--- src/rtl/trng_pkg.sv ---
// Shared definitions for the TRNG word reader: FSM encoding and counter-width helpers.
package trng_pkg;

  typedef enum logic {
    ST_WARMUP  = 1'b0,
    ST_COLLECT = 1'b1
  } trng_state_t;

  // Bits needed to hold any value in 0..max_val.
  function automatic int cnt_w(input int max_val);
    return (max_val < 1) ? 1 : $clog2(max_val + 1);
  endfunction

  // Bits needed to index 0..depth-1 (depth is a power of two >= 2).
  function automatic int ptr_w(input int depth);
    return (depth < 2) ? 1 : $clog2(depth);
  endfunction

endpackage

--- src/rtl/trng_sync_fifo.sv ---
// Show-ahead synchronous FIFO; a push into a full FIFO succeeds only alongside a pop.
module trng_sync_fifo
  import trng_pkg::*;
#(
  parameter int WIDTH = 8,
  parameter int DEPTH = 4
) (
  input  logic                     clk,
  input  logic                     rst,
  input  logic                     clear,
  input  logic                     push,
  input  logic                     pop,
  input  logic [WIDTH-1:0]         wdata,
  output logic [WIDTH-1:0]         rdata,
  output logic                     full,
  output logic                     empty,
  output logic [ptr_w(DEPTH):0]    count
);

  localparam int AW = ptr_w(DEPTH);

  logic [WIDTH-1:0] mem [DEPTH];
  logic [AW-1:0]    wr_ptr;
  logic [AW-1:0]    rd_ptr;
  logic             do_push;
  logic             do_pop;

  assign full    = (count == (AW + 1)'(DEPTH));
  assign empty   = (count == '0);
  assign do_pop  = pop & ~empty & ~clear;
  assign do_push = push & (~full | do_pop) & ~clear;

  // Empty reads return zero so out_data is defined without resetting the storage.
  assign rdata = empty ? '0 : mem[rd_ptr];

  always_ff @(posedge clk or posedge rst) begin
    if (rst) begin
      wr_ptr <= '0;
      rd_ptr <= '0;
      count  <= '0;
    end else if (clear) begin
      wr_ptr <= '0;
      rd_ptr <= '0;
      count  <= '0;
    end else begin
      if (do_push) wr_ptr <= wr_ptr + AW'(1);
      if (do_pop)  rd_ptr <= rd_ptr + AW'(1);
      case ({do_push, do_pop})
        2'b10:   count <= count + (AW + 1)'(1);
        2'b01:   count <= count - (AW + 1)'(1);
        default: count <= count;
      endcase
    end
  end

  // NOTE: the storage array has no reset; validity is tracked by count alone.
  always_ff @(posedge clk) begin
    if (do_push) mem[wr_ptr] <= wdata;
  end

endmodule

--- src/rtl/trng_word_reader.sv ---
// TRNG read path: warm-up discard, serial-to-word packing, word FIFO with valid/ready.
// Optional repetition-count test enabled by defining TRNG_RCT_EN.
module trng_word_reader
  import trng_pkg::*;
#(
  parameter int WIDTH      = 8,
  parameter int DEPTH      = 4,
  parameter int WARMUP     = 16,
  parameter int RCT_CUTOFF = 32
) (
  input  logic                       clk,
  input  logic                       rst,
  input  logic                       bit_in,
  input  logic                       bit_valid,
  input  logic                       flush,
  input  logic                       out_ready,
  output logic [WIDTH-1:0]           out_data,
  output logic                       out_valid,
  output logic [$clog2(DEPTH):0]     fifo_count,
  output logic                       overflow,
  output logic                       rct_fail
);

  localparam int WARM_W = cnt_w(WARMUP - 1);
  localparam int BIT_W  = cnt_w(WIDTH - 1);

  trng_state_t      state;
  trng_state_t      state_next;
  logic [WARM_W-1:0] warm_cnt;
  logic [BIT_W-1:0]  bit_cnt;
  // Only WIDTH-1 bits need storing; the WIDTH-th bit completes the word directly.
  logic [WIDTH-2:0]  shifter;
  logic [WIDTH-1:0]  word;
  logic              warm_last;
  logic              bit_last;
  logic              rct_trip;
  logic              push_req;
  logic              pop_req;
  logic              fifo_full;
  logic              fifo_empty;

  assign word      = {shifter, bit_in};
  assign warm_last = (warm_cnt == WARM_W'(WARMUP - 1));
  assign bit_last  = (bit_cnt == BIT_W'(WIDTH - 1));
  assign push_req  = (state == ST_COLLECT) & bit_valid & bit_last
                     & ~rct_trip & ~rct_fail & ~flush;
  assign pop_req   = out_ready & ~flush;
  assign out_valid = ~fifo_empty;

  always_ff @(posedge clk or posedge rst) begin
    if (rst) state <= ST_WARMUP;
    else     state <= state_next;
  end

  // NOTE: every variable assigned in this block gets a default first so no latch is inferred.
  always_comb begin
    state_next = state;
    if (flush || rct_trip) begin
      state_next = ST_WARMUP;
    end else begin
      case (state)
        ST_WARMUP:  if (bit_valid && warm_last) state_next = ST_COLLECT;
        ST_COLLECT: state_next = ST_COLLECT;
        default:    state_next = ST_WARMUP;
      endcase
    end
  end

  // NOTE: sequential state uses non-blocking assignments so all registers update together.
  always_ff @(posedge clk or posedge rst) begin
    if (rst) begin
      warm_cnt <= '0;
      bit_cnt  <= '0;
      shifter  <= '0;
    end else if (flush || rct_trip) begin
      warm_cnt <= '0;
      bit_cnt  <= '0;
      shifter  <= '0;
    end else if (bit_valid) begin
      if (state == ST_WARMUP) begin
        warm_cnt <= warm_last ? '0 : warm_cnt + WARM_W'(1);
      end else begin
        shifter <= word[WIDTH-2:0];
        bit_cnt <= bit_last ? '0 : bit_cnt + BIT_W'(1);
      end
    end
  end

  // A completed word is lost only when the FIFO is full and nothing leaves this cycle.
  always_ff @(posedge clk or posedge rst) begin
    if (rst)                                                overflow <= 1'b0;
    else if (flush)                                         overflow <= 1'b0;
    else if (push_req && fifo_full && !(pop_req && out_valid)) overflow <= 1'b1;
  end

`ifdef TRNG_RCT_EN
  localparam int RUN_W = cnt_w(RCT_CUTOFF);

  logic [RUN_W-1:0] run_cnt;
  logic [RUN_W-1:0] run_next;
  logic             last_bit;

  always_comb begin
    run_next = run_cnt;
    if (bit_valid) begin
      if (run_cnt == '0 || bit_in != last_bit) run_next = RUN_W'(1);
      else if (run_cnt != RUN_W'(RCT_CUTOFF))  run_next = run_cnt + RUN_W'(1);
    end
  end

  // Trips once on reaching the cutoff; the run saturates there afterwards.
  assign rct_trip = bit_valid & ~flush & (run_next == RUN_W'(RCT_CUTOFF))
                    & (run_cnt != RUN_W'(RCT_CUTOFF));

  always_ff @(posedge clk or posedge rst) begin
    if (rst) begin
      run_cnt  <= '0;
      last_bit <= 1'b0;
      rct_fail <= 1'b0;
    end else if (flush) begin
      run_cnt  <= '0;
      last_bit <= 1'b0;
      rct_fail <= 1'b0;
    end else begin
      run_cnt <= run_next;
      if (bit_valid) last_bit <= bit_in;
      if (rct_trip)  rct_fail <= 1'b1;
    end
  end
`else
  assign rct_trip = 1'b0;
  assign rct_fail = 1'b0;
`endif

  trng_sync_fifo #(
    .WIDTH (WIDTH),
    .DEPTH (DEPTH)
  ) u_fifo (
    .clk   (clk),
    .rst   (rst),
    .clear (flush),
    .push  (push_req),
    .pop   (pop_req),
    .wdata (word),
    .rdata (out_data),
    .full  (fifo_full),
    .empty (fifo_empty),
    .count (fifo_count)
  );

endmodule

--- config.mk ---
export PLATFORM = sky130hd
export DESIGN_NAME = trng_word_reader
export DESIGN_NICKNAME = d
export VERILOG_FILES = /design/src/rtl/trng_pkg.sv /design/src/rtl/trng_sync_fifo.sv /design/src/rtl/trng_word_reader.sv
export SDC_FILE = /design/constraint.sdc
export NUM_CORES = 1
export LEC_CHECK = 0
export CAP_MARGIN = 20
export CELL_PAD_IN_SITES_DETAIL_PLACEMENT = 0
export CELL_PAD_IN_SITES_GLOBAL_PLACEMENT = 1
export CORE_MARGIN = 2
export CORE_UTILIZATION = 50
export CTS_CLUSTER_SIZE = 30
export DETAILED_ROUTE_END_ITERATION = 7
export PLACE_DENSITY = 0.81
export SETUP_SLACK_MARGIN = 0.5
export SYNTH_ARGS = -nofsm -noshare
export SYNTH_HDL_FRONTEND = slang
export SYNTH_SLANG_ARGS = --single-unit
--- constraint.sdc ---
create_clock -name clk -period 5.72 [get_ports clk]
set_input_delay 1.144 -clock clk [delete_from_list [all_inputs] [get_ports clk]]
set_output_delay 1.144 -clock clk [all_outputs]
set_load 0.05 [all_outputs]
Word level (Yosys, flattened, before mapping). Memories as Yosys holds them, arrays and structs flattened. Index checks and enable logic that the tools add are counted. W data, S select, Z words.

Register bits after elaboration: 23. Bits of input ports: 6. Output and inout bits: 14. Bits in writable memories: 32. Logic and storage cells: 73. Memories kept: 1.

Equal/unequal tests: 6. Bitwise operators: 13. Add/subtract/negate cells: 6. Muxes and demuxes: 25. Reductions and logical operators: 14.

Memories: u_fifo.mem (words 4, width 8, read ports 1, clocked after memory_dff 0, write ports 1, RTL line trng_sync_fifo.sv:22) `logic [WIDTH-1:0] mem [DEPTH];`.

Operators with widths (count): $mux W7 (3); $mux W4 (4); $mux W3 (5); $reduce_bool A2 Y1 (5); $and A1 B1 Y1 (8); $mux W2 (4); $mux W8 (1); $add A3 B1 Y3 const B (2); $eq A3 B3 Y1 const B (2); $mux W1 (6); $pmux W3 S2 (1); $add A2 B1 Y2 const B (2); $add A4 B1 Y4 const B (1); $eq A4 B4 Y1 const B (1); $logic_and A1 B1 Y1 (4); $not A1 Y1 (4); $reduce_and A2 Y1 (2); $logic_not A3 Y1 (1); $reduce_bool A3 Y1 (1); $sub A3 B1 Y3 const B (1); $eq A2 B1 Y1 const B (1); $eq A2 B2 Y1 const B (1); $ne A2 B2 Y1 const B (1); $pmux W1 S2 (1); other kinds (2) (2).

Logic depth before layout (Yosys ltp).
Depth in word-level cells: 10. Gate-level depth with buffers: 9.

By module. From an unflattened synthesis, not the netlist that was laid out.

Cells, all modules: 195. Area total of the unflattened synthesis: 2523.7 sq um.

By module, submodules not included: trng_sync_fifo (cells an instance 113, instances 1, area an instance 1779.2 sq um); trng_word_reader (cells an instance 82, instances 1, area an instance 744.5 sq um).

Worst setup path before layout. OpenSTA, ideal clock, no wires.

Path kind: reg-to-output. Start point: reg u_fifo.count[2]. End point: out out_data[0]. Stages on the path, launching flop included: 4. Path buffers: 1. Data required time: 4576 ps. Path slack: 2829 ps. Arrival: 1747 ps. Cell sequence: dfrtp_1 > or3_1 > buf_2 > and2_1.

Cells in the longest elaborated chain, start to end: 2.

RTL lines: start: declaration (RTL line trng_sync_fifo.sv:17) `output logic [ptr_w(DEPTH):0] count`; start signal: assignment (RTL line trng_sync_fifo.sv:49) `2'b10: count <= count + (AW + 1)'(1);`; start signal: assignment (RTL line trng_sync_fifo.sv:50) `2'b01: count <= count - (AW + 1)'(1);`; start signal: assignment (RTL line trng_sync_fifo.sv:51) `default: count <= count;`; $logic_not A3 Y1 (RTL line trng_sync_fifo.sv:29) `assign empty = (count == '0);`; $mux W8 (RTL line trng_sync_fifo.sv:34) `assign rdata = empty ? '0 : mem[rd_ptr];`; end: declaration (RTL line trng_word_reader.sv:17) `output logic [WIDTH-1:0] out_data,`.

Every way passes these cells.

Worst setup path in the final report.
Start point: in flush. End point: reg u_fifo.count[2].

Cells in the longest elaborated chain, start to end: 10. Elaborated cells between the ends (all ways): 13. Classes of those cells: eq/ne: 2; mux: 2; bitwise: 8; reduce/logical: 1.

RTL lines: start: declaration (RTL line trng_word_reader.sv:15) `input logic flush,`; $not A1 Y1; $and A1 B1 Y1 (RTL line trng_word_reader.sv:47) `assign pop_req = out_ready & ~flush;`; $and A1 B1 Y1 (2 in series) (RTL line trng_sync_fifo.sv:30) `assign do_pop = pop & ~empty & ~clear;`; $or A1 B1 Y1 (RTL line trng_sync_fifo.sv:31) `assign do_push = push & (~full | do_pop) & ~clear;`; $and A1 B1 Y1 (2 in series) (RTL line trng_sync_fifo.sv:31); $eq A2 B1 Y1 or $eq A2 B2 Y1 (tied branches) (RTL line trng_sync_fifo.sv:48) `case ({do_push, do_pop})`; $pmux W3 S2 (RTL line trng_sync_fifo.sv:48); $mux W3 (RTL line trng_sync_fifo.sv:41) `end else if (clear) begin`.

Parallel ways exist; a longest one is shown, timed or not. A chain may end at the register's enable or synchronous reset.

==> flow_summary.toml <==
[synthesis]
synth_edf_count = 32
yosysSeqAreaShare = 0.607
synth_async_sr_flop_share = 0.418
synthFlopType = "edfxtp_1"
synthesis.nets = 207
netlist_area_mm2 = 0.00253
yosys_warnings = 0
synth_cells = 193
synth_cell_types = 43
syn_avg_cell_area_um2 = 13.1
synth_seq_cells = 55

[timing]
tightest_slew_ns = 0.959
setup_tns_ns = 0
finalSetupViolCount = 0
slew_headroom = 0.359
grt_setup_unrepaired = "no"
fmax_mhz = 270
drv_slew = 0
skew_ns = 0.00724
post-route-period-util = 0.648
period_needed_ns = 3.70
final_hold_viol_count = 0

[clocking]
htreeDepth = 2
post_cts_buffers = 0
cts_made_buffers = 5
cts_resized = 0
clockBufferDepth = 2
clkTransAtPathRegs_ns = 0.09
root_buffer = "clkbuf_8"
cts_tree = "built"
cts-hold-fix-buffers = 0
clkSinkCount = 55
clk_latency_ns = 0.31

[layout]
final_area_mm2 = 0.00282
final_cell_mix = "edfxtp_1, nand2_1, dfrtp_1"
final_common_cell = "edfxtp_1"
fin_nets = 221
n_antenna_cell = 0
area_delta_synth_final_pct = 11.3
drive_gt1_frac = 0.106

[critical_path]
cp.required_ns = 5.93
start_kind = "input port"
r2r-start = "bit_cnt[0]"
worstSetupPathType = "input port to register"
critPathCaptureType = "register"
rrSetupSlack_ns = 3.20
worstPathMaxFanout = 28
timing.rr.end = "u_fifo.count[2]"
r2r_cells = 8
crit_arrival_ns = 3.92

[status]
status = "finished clean"

[floorplan]
initial_core_util = 0.525
num_io_pins = 20
dieWidth_um = 75.2
rows = 25
core_mm2 = 0.00482
die_y_um = 75.2
die_area_mm2 = 0.00565

[grt]
grt_max_degree = 29
antenna_found_initial = 0
grt-ovfl-total = 0
grt_pass1_wl_um = 6800
track_usage = 0.165
grt_pass1_vias = 1467

[routing]
routed_wl_um = 4180
dr.first_iter.drc_count = 95
wl_met3_um = 155
dr.pass1.iters = 4
detail_route.drc_violations = 0
wl_met1_um = 1770
vias_per_cell = 5.39
vias = 1482
wl_per_cell_um = 15.2
dr_wl_met2_um = 2210
drtAntennaViolNets = 0
top_layer = "met4"

[worst_hold_path]
hold_class = "register to register"
holdPathEnd = "warm_cnt[3]"
worstHoldStart = "warm_cnt[3]"
min_path_cells = 1

[job]
max-cap-violations = 0

[placement]
port_buffers = 18
placed_area_mm2 = 0.00273
place_hpwl_um = 2950
gp_congestion = 0.841

[power_and_ir_drop]
irDropWorstVdd_uv = 114
p_leak_nw = 1.08
cellPowerDensity_mw_per_mm2 = 231
## worst max-delay path by stage
stage | startpoint | to | slack (ns) | depth (start not counted)
3_3_place_gp | flush | u_fifo.count[2] | 1.84 | 7
3_5_place_dp | flush | u_fifo.count[2] | 1.70 | 7
2_1_floorplan | u_fifo.count[2] | out_data[0] | 2.83 | 3
6_report | flush | u_fifo.count[2] | 2.02 | 7
5_1_grt | flush | u_fifo.count[2] | 1.82 | 7
4_1_cts | flush | u_fifo.count[2] | 2.02 | 7
## per-layer routing
layer  vias to the layer above  global-route usage
li1                        714                   -
met1                       728               0.192
met2                        35               0.297
met3                         5              0.0415
met4                         0              0.0565
met5                         -                   0
## synth_stat cells, types with 2 or more instances
cell type	instances	share of area
nor3_1	3	0.0059
nand2_1	28	0.042
clkbuf_1	3	0.0044
o31ai_1	2	0.0059
and2_1	13	0.032
inv_1	5	0.0074
ha_1	7	0.035
nor2_1	10	0.015
a21oi_1	15	0.030
mux4_2	8	0.071
dfrtp_1	23	0.23
edfxtp_1	32	0.38
buf_2	4	0.0079
xor2_1	3	0.010
buf_4	2	0.0059
buf_6	2	0.0089
nand2b_1	4	0.0099
nand3_1	4	0.0079
## per-stage QoR
step	setup WS (ns)	std cells	utilization	total power (W)	hold slack, ns
4_1_cts	2.02	275	0.585	0.000659	0.521
5_1_grt	1.82	275	0.585	0.000676	0.569
6_report	2.02	275	0.585	0.000652	0.531
3_5_place_dp	1.70	267	0.566	0.000446	0.506
2_1_floorplan	2.83	193	-	0.000440	0.448
3_3_place_gp	1.84	267	0.566	0.000445	0.479
## cell type report
cell class,instances,area (um2)
timing repair buffer,18,180
tap,67,83.8
sequential,55,1540
clock inverter,3,22.5
clock buffer,5,68.8
inverter,5,18.8
fill,404,2000
multi-input combinational,122,907
## kinds of logic (layout without fill, tap and decap cells)
kind of cell | after synthesis | count (layout) | synth area share
muxes | 10 | 10 | 0.0796
buffers and inverters | 16 | 31 | 0.0346
other | 1 | 1 | 0.00148
adders and majority gates | 8 | 8 | 0.0425
AOI/OAI and AO/OA | 27 | 27 | 0.0712
xor gates and xnor gates | 4 | 4 | 0.0138
and+or+nand+nor | 72 | 72 | 0.150
DFF | 55 | 55 | 0.607
## worst max-delay path, stage by stage
cell             delay, ns
clkdlybuf4s50_1       0.90
and4b_1               0.69
nor3_1                0.12
fa_1                  0.52
nor4b_4               0.30
o21bai_1              0.11
a31oi_1               0.13
## sequential cells by signal, indices dropped and copies added, names as in the netlist
register	cells
bit_cnt	3
u_fifo.rd_ptr	2
warm_cnt	4
u_fifo.mem	32
overflow	1
state	1
u_fifo.wr_ptr	2
shifter	7
u_fifo.count	3
## power breakdown
| part | switching, W | internal [W] |
|---|---|---|
| Sequential | 0.00000103 | 0.000417 |
| Clock | 0.000127 | 0.0000879 |
| Combinational | 0.0000124 | 0.00000591 |
No activity file was read; power rests on OpenSTA's default activity.
